===== src/rtl/wbi_master_port.sv =====
`default_nettype none
// ============================================================================
// Module      : wbi_master_port
// Description : Initiator end of the wbi daisy-chain. Turns a burst Wishbone
//               host request (cyc/stb/bry) into cmd valid/ready beats and
//               folds the returning res beats back into Wishbone ack/lack/err.
//               One transaction outstanding; tid = {MID, seq} tags it so that
//               stray responses are dropped and flagged on tid_err_o.
//               Optional feature macro: WBI_MST_TIMEOUT_EN (response timeout
//               of TMO cycles while waiting for res beats).
// Revision    : 1.0 - initial release
// ============================================================================
module wbi_master_port #(
  parameter int         AW  = 32,
  parameter int         DW  = 32,
  parameter int         BW  = 4,
  parameter int         BL  = 10,
  parameter logic [1:0] MID = 2'b00,
  parameter int         TMO = 1023
) (
  input  logic          mclk,
  input  logic          reset_n,
  // Wishbone host side
  input  logic          wbm_cyc_i,
  input  logic          wbm_stb_i,
  input  logic [AW-1:0] wbm_adr_i,
  input  logic          wbm_we_i,
  input  logic [DW-1:0] wbm_dat_i,
  input  logic [BW-1:0] wbm_sel_i,
  input  logic [BL-1:0] wbm_bl_i,
  input  logic          wbm_bry_i,
  output logic [DW-1:0] wbm_dat_o,
  output logic          wbm_ack_o,
  output logic          wbm_lack_o,
  output logic          wbm_err_o,
  // chain command channel
  input  logic          wbp_cmd_wrdy_i,
  output logic          wbp_cmd_wval_o,
  output logic [AW-1:0] wbp_cmd_adr_o,
  output logic          wbp_cmd_we_o,
  output logic [DW-1:0] wbp_cmd_dat_o,
  output logic [BW-1:0] wbp_cmd_sel_o,
  output logic [3:0]    wbp_cmd_tid_o,
  output logic [BL-1:0] wbp_cmd_bl_o,
  // chain response channel
  output logic          wbp_res_rrdy_o,
  input  logic          wbp_res_rval_i,
  input  logic [DW-1:0] wbp_res_dat_i,
  input  logic          wbp_res_ack_i,
  input  logic          wbp_res_lack_i,
  input  logic          wbp_res_err_i,
  input  logic [3:0]    wbp_res_tid_i,
  output logic          tid_err_o
);

  typedef enum logic [2:0] {
    S_IDLE  = 3'd0,
    S_RCMD  = 3'd1,
    S_WCMD  = 3'd2,
    S_RRESP = 3'd3,
    S_WRESP = 3'd4
  } state_t;

  state_t        state, state_nxt;
  logic [1:0]    seq, seq_nxt;
  logic [BL-1:0] beats, beats_nxt;
  logic          orphan, orphan_nxt;   // host dropped cyc during this transaction

  logic          wval_nxt, we_nxt, ack_nxt, lack_nxt, err_nxt, tid_err_nxt;
  logic [AW-1:0] adr_nxt;
  logic [DW-1:0] dat_nxt, rdat_nxt;
  logic [BW-1:0] sel_nxt;
  logic [3:0]    tid_nxt;
  logic [BL-1:0] bl_nxt;

  logic          gone, res_match, res_fire;

`ifdef WBI_MST_TIMEOUT_EN
  localparam int TW = (TMO > 1) ? $clog2(TMO + 1) : 1;
  logic [TW-1:0] tmo_cnt, tmo_nxt;
`else
  logic          unused_tmo;
  assign unused_tmo = (TMO > 0);
`endif

  // ack from the chain is implied by rval; the per-beat ack bit carries no extra meaning here
  logic          unused_res_ack;
  assign unused_res_ack = wbp_res_ack_i;

  assign gone      = orphan | ~wbm_cyc_i;
  assign res_match = (wbp_res_tid_i == wbp_cmd_tid_o);
  assign res_fire  = wbp_res_rval_i & wbp_res_rrdy_o;

  // Response ready: throttled by the host only while a read burst is returning
  // data; stray-tid beats and orphaned transactions are always drained.
  always_comb begin
    wbp_res_rrdy_o = 1'b1;
    if (state == S_RRESP)
      wbp_res_rrdy_o = wbm_bry_i | gone | (wbp_res_rval_i & ~res_match);
  end

  // State register and all registered outputs
  always_ff @(posedge mclk) begin
    if (!reset_n) begin
      state          <= S_IDLE;
      seq            <= 2'd0;
      beats          <= '0;
      orphan         <= 1'b0;
      wbp_cmd_wval_o <= 1'b0;
      wbp_cmd_adr_o  <= '0;
      wbp_cmd_we_o   <= 1'b0;
      wbp_cmd_dat_o  <= '0;
      wbp_cmd_sel_o  <= '0;
      wbp_cmd_tid_o  <= 4'd0;
      wbp_cmd_bl_o   <= '0;
      wbm_dat_o      <= '0;
      wbm_ack_o      <= 1'b0;
      wbm_lack_o     <= 1'b0;
      wbm_err_o      <= 1'b0;
      tid_err_o      <= 1'b0;
`ifdef WBI_MST_TIMEOUT_EN
      tmo_cnt        <= '0;
`endif
    end else begin
      state          <= state_nxt;
      seq            <= seq_nxt;
      beats          <= beats_nxt;
      orphan         <= orphan_nxt;
      wbp_cmd_wval_o <= wval_nxt;
      wbp_cmd_adr_o  <= adr_nxt;
      wbp_cmd_we_o   <= we_nxt;
      wbp_cmd_dat_o  <= dat_nxt;
      wbp_cmd_sel_o  <= sel_nxt;
      wbp_cmd_tid_o  <= tid_nxt;
      wbp_cmd_bl_o   <= bl_nxt;
      wbm_dat_o      <= rdat_nxt;
      wbm_ack_o      <= ack_nxt;
      wbm_lack_o     <= lack_nxt;
      wbm_err_o      <= err_nxt;
      tid_err_o      <= tid_err_nxt;
`ifdef WBI_MST_TIMEOUT_EN
      tmo_cnt        <= tmo_nxt;
`endif
    end
  end

  // Next-state and next-output logic
  always_comb begin
    state_nxt   = state;
    seq_nxt     = seq;
    beats_nxt   = beats;
    orphan_nxt  = orphan | ((state != S_IDLE) & ~wbm_cyc_i);
    wval_nxt    = wbp_cmd_wval_o;
    adr_nxt     = wbp_cmd_adr_o;
    we_nxt      = wbp_cmd_we_o;
    dat_nxt     = wbp_cmd_dat_o;
    sel_nxt     = wbp_cmd_sel_o;
    tid_nxt     = wbp_cmd_tid_o;
    bl_nxt      = wbp_cmd_bl_o;
    rdat_nxt    = wbm_dat_o;
    ack_nxt     = 1'b0;
    lack_nxt    = 1'b0;
    err_nxt     = 1'b0;
    tid_err_nxt = tid_err_o;
`ifdef WBI_MST_TIMEOUT_EN
    tmo_nxt     = '0;
`endif

    case (state)
      S_IDLE: begin
        orphan_nxt = 1'b0;
        if (wbp_res_rval_i) tid_err_nxt = 1'b1;
        // The cycle carrying lack/err is the host's last view of the old
        // transaction, so a still-high stb then is not a new request.
        if (wbm_cyc_i && wbm_stb_i && !wbm_lack_o && !wbm_err_o) begin
          adr_nxt   = wbm_adr_i;
          we_nxt    = wbm_we_i;
          sel_nxt   = wbm_sel_i;
          bl_nxt    = (wbm_bl_i == '0) ? BL'(1) : wbm_bl_i;
          tid_nxt   = {MID, seq};
          if (wbm_we_i) dat_nxt = wbm_dat_i;
          wval_nxt  = 1'b1;
          beats_nxt = '0;
          state_nxt = wbm_we_i ? S_WCMD : S_RCMD;
        end
      end

      S_RCMD: begin
        if (wbp_res_rval_i) tid_err_nxt = 1'b1;
        if (wbp_cmd_wval_o && wbp_cmd_wrdy_i) begin
          wval_nxt  = 1'b0;
          state_nxt = S_RRESP;
        end
      end

      S_WCMD: begin
        if (wbp_res_rval_i) tid_err_nxt = 1'b1;
        if (wbp_cmd_wval_o) begin
          if (wbp_cmd_wrdy_i) begin
            wval_nxt = 1'b0;
            if (beats == wbp_cmd_bl_o - BL'(1)) begin
              beats_nxt = '0;
              state_nxt = S_WRESP;
            end else begin
              beats_nxt = beats + BL'(1);
              ack_nxt   = ~gone;
            end
          end
        end else if (!wbm_ack_o && (gone || (wbm_stb_i && wbm_bry_i))) begin
          // wait out the ack cycle so the host has presented its next word
          wval_nxt = 1'b1;
          dat_nxt  = wbm_dat_i;
        end
      end

      S_RRESP: begin
        if (res_fire) begin
          if (res_match) begin
            rdat_nxt = wbp_res_dat_i;
            ack_nxt  = ~gone;
            lack_nxt = wbp_res_lack_i & ~gone;
            err_nxt  = wbp_res_err_i & ~gone;
            if (wbp_res_lack_i || wbp_res_err_i) begin
              seq_nxt   = seq + 2'd1;
              state_nxt = S_IDLE;
            end
          end else begin
            tid_err_nxt = 1'b1;
          end
        end
`ifdef WBI_MST_TIMEOUT_EN
        if (!(res_fire && res_match)) begin
          if (tmo_cnt == TW'(TMO - 1)) begin
            ack_nxt   = ~gone;
            lack_nxt  = ~gone;
            err_nxt   = ~gone;
            seq_nxt   = seq + 2'd1;
            state_nxt = S_IDLE;
          end else begin
            tmo_nxt = tmo_cnt + TW'(1);
          end
        end
`endif
      end

      S_WRESP: begin
        if (res_fire) begin
          if (res_match) begin
            ack_nxt   = ~gone;
            lack_nxt  = ~gone;
            err_nxt   = wbp_res_err_i & ~gone;
            seq_nxt   = seq + 2'd1;
            state_nxt = S_IDLE;
          end else begin
            tid_err_nxt = 1'b1;
          end
        end
`ifdef WBI_MST_TIMEOUT_EN
        if (!(res_fire && res_match)) begin
          if (tmo_cnt == TW'(TMO - 1)) begin
            ack_nxt   = ~gone;
            lack_nxt  = ~gone;
            err_nxt   = ~gone;
            seq_nxt   = seq + 2'd1;
            state_nxt = S_IDLE;
          end else begin
            tmo_nxt = tmo_cnt + TW'(1);
          end
        end
`endif
      end

      default: state_nxt = S_IDLE;
    endcase
  end

endmodule
`default_nettype wire


===== config.mk =====
export PLATFORM = sky130hd
export DESIGN_NAME = wbi_master_port
export DESIGN_NICKNAME = d
export VERILOG_FILES = /design/src/rtl/wbi_master_port.sv
export SDC_FILE = /design/constraint.sdc
export NUM_CORES = 1
export LEC_CHECK = 0
export CORE_UTILIZATION = 42
export CTS_CLUSTER_SIZE = 10
export DETAILED_ROUTE_END_ITERATION = 8
export PLACE_DENSITY = 0.88
export SLEW_MARGIN = 40
export SYNTH_ARGS = -nofsm -noshare
export SYNTH_HDL_FRONTEND = slang
export SYNTH_SLANG_ARGS = --single-unit

===== constraint.sdc =====
create_clock -name mclk -period 3.6 [get_ports mclk]
set_clock_uncertainty 0.2 [all_clocks]
set_input_delay 0.9 -clock mclk [delete_from_list [all_inputs] [get_ports mclk]]
set_output_delay 0.9 -clock mclk [all_outputs]
set_load 0.005 [all_outputs]

Yosys cells after proc, flatten, opt, wreduce, memory -nomap -nowiden
Cells that the tools add are included.
{"block": "word_totals", "ff_bits": 134, "input_bits": 125, "out_inout_bits": 121, "wordCells": 133}
{"block": "classes", "addsub": 3, "n_eq_ne": 22, "mux": 49, "n_bitwise": 13, "reduce_logical": 30}
{"operator": "2-to-1 mux 32 bit", "count": 4}
{"operator": "one-hot mux 32 bit (2 select lines)", "count": 1}
{"operator": "2-to-1 mux 10 bit", "count": 5}
{"operator": "2-to-1 mux 3 bit", "count": 10}
{"operator": "!= test 2 bit, second input constant", "count": 13}
{"operator": "one-hot mux 10 bit (2 select lines)", "count": 1}
{"operator": "2-to-1 mux 1 bit", "count": 16}
{"operator": "one-hot mux 3 bit (5 select lines)", "count": 1}
{"operator": "2-to-1 mux 2 bit", "count": 6}
{"operator": "AND reduction 4 bit", "count": 3}
{"operator": "adder 10 x 1 -> 10 bit, second input constant", "count": 1}
{"operator": "equality test 10 bit", "count": 1}
{"operator": "logical NOT 10 bit", "count": 1}
{"operator": "AND reduction 10 bit", "count": 1}
{"operator": "subtractor 10 x 1 -> 10 bit, second input constant", "count": 1}
{"operator": "equality test 3 x 2 -> 1 bit, second input constant", "count": 2}
{"operator": "logical AND 1 bit", "count": 6}
{"operator": "!= test 2 x 1 -> 1 bit, second input constant", "count": 3}
{"operator": "one-hot mux 1 bit (2 select lines)", "count": 3}
{"operator": "AND reduction 3 bit", "count": 2}
{"operator": "AND reduction 6 bit", "count": 1}
{"operator": "nonzero test 2 bit", "count": 3}
{"operator": "nonzero test 3 bit", "count": 2}
{"operator": "bitwise AND 1 bit", "count": 5}
{"operator": "other kinds (15)", "count": 25}

Logic depth before layout (Yosys ltp)
{"block": "logic_depth", "ltp_word": 8, "mapped_depth": 9, "depth_no_buf": 9}

Least setup slack after synthesis
No wires, ideal clock.
{"block": "synth_timing", "path_type": "input -> register", "from": "input port wbp_res_tid_i[0]", "to": "register wbm_dat_o[0]", "setup_time_ns": 0.070, "arrival_time_ns": 2.354, "required_ns": 3.330, "path_slack_ns": 0.976, "path_stages": 7, "path_cell_list": "xor2_1 -> nor4_2 -> nand3_1 -> nor2_1 -> clkbuf_1 -> nand2_1 -> a21oi_1"}
{"block": "synth_via", "elab_chain_cells": 7}
{"item": "from (decl)", "line": "52", "rtl": "input logic [3:0] wbp_res_tid_i,"}
{"item": "equality test 4 x 2 -> 1 bit (*)", "line": "91", "rtl": "assign res_match = (wbp_res_tid_i == wbp_cmd_tid_o);"}
{"item": "NOT 1 bit", "line": "99", "rtl": "wbp_res_rrdy_o = wbm_bry_i | gone | (wbp_res_rval_i & ~res_match);"}
{"item": "bitwise AND 1 bit", "line": "99"}
{"item": "OR 1 bit", "line": "99"}
{"item": "2-to-1 mux 1 bit", "line": "98", "rtl": "if (state == S_RRESP)"}
{"item": "bitwise AND 1 bit", "line": "92", "rtl": "assign res_fire = wbp_res_rval_i & wbp_res_rrdy_o;"}
{"item": "AND reduction 3 bit (no source line) (*)"}
{"item": "to (signal assigned)", "line": "136", "rtl": "wbm_dat_o <= rdat_nxt;"}
{"item": "to (decl)", "line": "32", "rtl": "output logic [DW-1:0] wbm_dat_o,"}
Every way passes the cells marked *; elsewhere a longest branch is shown, timed or not.
A chain may end at the register's enable or synchronous reset.

Final worst setup path
{"block": "layout_timing", "from": "input port wbp_res_tid_i[1]", "to": "output port wbp_res_rrdy_o"}
{"block": "layout_via", "elab_chain_cells": 5}
{"item": "equality test 4 x 2 -> 1 bit", "line": "91"}
{"item": "NOT 1 bit", "line": "99"}
{"item": "bitwise AND 1 bit", "line": "99"}
{"item": "OR 1 bit", "line": "99"}
{"item": "2-to-1 mux 1 bit", "line": "98"}
{"item": "to (decl)", "line": "46", "rtl": "output logic wbp_res_rrdy_o,"}
Every way passes these cells.

==> qor.yml <==
drt:
  num_vias: 5802
  postRouteAntennaNets: 0
  drt_pass1_iterations: 5
  drt_iter0_drc: 344
  via_per_inst: 5.12
  routed_wl_um: 17500
  wl_per_cell_um: 15.4
  drc: 0
clock_tree:
  htreeDepth: 4
  cts_hold_buf: 0
  cts_sinks: 134
  post_cts_buffers: 0
  cts-resized-gates: 0
  insertion_delay_ns: 0.41
  clock_path_buffers: 2
  numCtsBuffers: 17
  cts_root_buf: "clkbuf_16"
  cts_tree: "built"
  clkTransAtPathRegs_ns: 0.06
power_and_ir_drop:
  leakage_nw: 3.13
  vdd.ir_drop.worst_mv: 0.352
  powerDensity_nw_per_um2: 452
critical_path:
  crit_chain: "clkdlybuf4s50_1 -> xor2_1 -> buf_4 -> nor4_2 -> o21bai_1 -> clkdlybuf4s50_1"
  critPathCaptureType: "primary output"
  worstPathMaxFanout: 2
  reg2reg_to: "beats[9]"
  slowest_delay_ns: 0.52
  r2r_slack_ns: 0.68
  worstSetupPathType: "in2out"
  startpoint_type: "input port"
  required_ns: 2.50
  path_common_cell: "clkdlybuf4s50_1"
  r2r_start: "wbp_cmd_bl_o[0]"
  critPathSlowestCell: "clkdlybuf4s50_1"
  arrival_ns: 2.42
  rr_worst_depth: 9
logic_synthesis:
  synth_top_area_cell: "dfxtp_1"
  synth_seq_cells: 134
  synth_area_leaders: "dfxtp_1 (48%), nand2_1 (17%), a21oi_1 (11%)"
  ys_seq_area_frac: 0.484
  synth_top_area_frac: 0.484
  avgSynthCellArea_um2: 7.73
  synth_common_cells: "nand2_1 (245), dfxtp_1 (134), a21oi_1 (127), clkbuf_1 (38), nor2_1 (23)"
  synth-edff-count: 0
  syn_area_um2: 5540
  synth.most_common_cell: "nand2_1"
  ys.flop_type: "dfxtp_1"
  ys_warn_count: 0
  ys_types: 59
  synthesis.instances: 717
  async_flop_share: 0
floorplanning:
  die_h_um: 117
  coreArea_um2: 12700
  fp.dieW_um: 117
  start_util: 0.436
  rows: 41
  die_area_um2: 13700
  ios: 246
timing:
  timing.hold.ws_ns: 0.251
  finalSetupViolCount: 0
  tightest_slew_ns: 0.578
  rsz0062_at_grt: "no"
  slew_headroom: 0.615
  fin_setup_tns_ns: 0
  min_period_ns: 3.52
  min_period_over_period: 0.979
  finalMaxSlewViolations: 0
  fmax_ghz: 0.284
  hold_viol: 0
final_layout:
  final_util: 0.688
  diodes: 0
  multi_input_area_um2: 2640
  drive_above_1_share: 0.0665
  area_growth_pct: 58.0
  regArea_um2: 2680
  nFillCells: 1052
  final_area_um2: 8760
  nets: 1077
place:
  place_hpwl_um: 12300
  port_buffers: 242
  gp_congestion: 0.934
  placed_area_um2: 8150
global_route:
  antenna_found_initial: 0
  grt_overflow: 0
  grt_usage: 0.254
  grt_max_degree: 55
  grt_pass1_vias: 5516
  grt_pass1_wl_um: 26700
min_path:
  min_path_type: "reg2reg"
  min_to: "wbp_cmd_dat_o[15]"
  min_from: "wbp_cmd_dat_o[15]"
  hold_depth: 2
flow_run:
  max_cap_viol_count: 0
run_status:
  status: "finished, final reports clean"
[placed cells by master, fill, tap and decap left out, types with 4 or more instances in the layout]
master	synthesis	routed
a21oi_1	127	127
and3_1	7	6
buf_4	3	16
clkbuf_16	0	17
clkbuf_8	0	4
clkdlybuf4s50_1	0	242
dfxtp_1	134	134
inv_1	12	12
nand2_1	245	245
nand3_1	11	11
nand4_1	6	6
nor2_1	23	22
nor3_1	10	10
o21ai_0	11	11
o22ai_1	6	6
or3_1	4	4
xnor2_1	7	7
xor2_1	10	10
[cell type report]
type / instances / area share
Tap cell: 172 / 0.0246
Timing Repair Buffer: 259 / 0.293
Multi-Input combinational cell: 525 / 0.301
Inverter: 13 / 0.00572
Clock inverter: 7 / 0.0136
Sequential cell: 134 / 0.306
Clock buffer: 24 / 0.0562
[per-layer routing]
metal  GRT usage  wire (um)  vias to the layer above
li1            -          -                     2862
met1       0.276       6730                     2696
met2       0.456       8940                      221
met3      0.0942       1460                       23
met4      0.0835        380                        0
met5           0          0                        -
[power breakdown]
group          leakage [nW]  total, mW  switching [mW]  internal (mW)
clock network         0.293       1.78           0.618           1.16
logic                  1.75      0.588           0.263          0.325
registers              1.09       1.59          0.0440           1.54
[flip-flops by register name (all words and copies together), names as in the netlist]
| signal | cells |
|---|---|
| state | 3 |
| wbp_cmd_we_o | 1 |
| wbp_cmd_sel_o | 4 |
| orphan | 1 |
| wbm_dat_o | 32 |
| wbm_ack_o | 1 |
| beats | 10 |
| tid_err_o | 1 |
| wbm_lack_o | 1 |
| wbp_cmd_tid_o | 2 |
| wbp_cmd_adr_o | 32 |
| wbp_cmd_dat_o | 32 |
| wbp_cmd_bl_o | 10 |
| wbp_cmd_wval_o | 1 |
| wbm_err_o | 1 |
| seq | 2 |
[critical path, delay by kind of cell]
family          cells  cell delay (ns)
xor+xnor            1             0.21
simple gates        1             0.04
buf+inv             3             1.15
compound gates      1             0.13
[worst max path at each step]
stage,cells past startpoint,slack (ns),endpoint,from
after floorplan,7,0.98,wbm_dat_o[0],wbp_res_tid_i[0]
final,6,0.08,wbp_res_rrdy_o,wbp_res_tid_i[1]
after global placement,6,0.12,wbp_res_rrdy_o,wbp_res_tid_i[1]
after global routing,5,0.02,wbp_res_rrdy_o,wbm_cyc_i
after detailed placement,6,0.07,wbp_res_rrdy_o,wbp_res_tid_i[1]
after CTS,6,0.06,wbp_res_rrdy_o,wbp_res_tid_i[1]
[stage by stage]
step | std cells | power, mW | setup slack [ns]
2_1_floorplan | 718 | 1.88 | 0.976
3_3_place_gp | 1103 | 2.19 | 0.117
3_5_place_dp | 1103 | 2.20 | 0.0652
4_1_cts | 1134 | 3.98 | 0.0622
5_1_grt | 1134 | 4.10 | 0.0209
6_report | 1134 | 3.95 | 0.0756
[logic make-up after synthesis]
group	Yosys count	synth area share
xor gates and xnor gates	17	0.0269
buffers and inverters	59	0.0427
other	1	0.000677
AOI/OAI and AO/OA	175	0.185
adders and majority gates	2	0.00451
and+or+nand+nor	327	0.252
DFF	134	0.484
muxes	2	0.00384
Power figures use the tool's default switching activity.
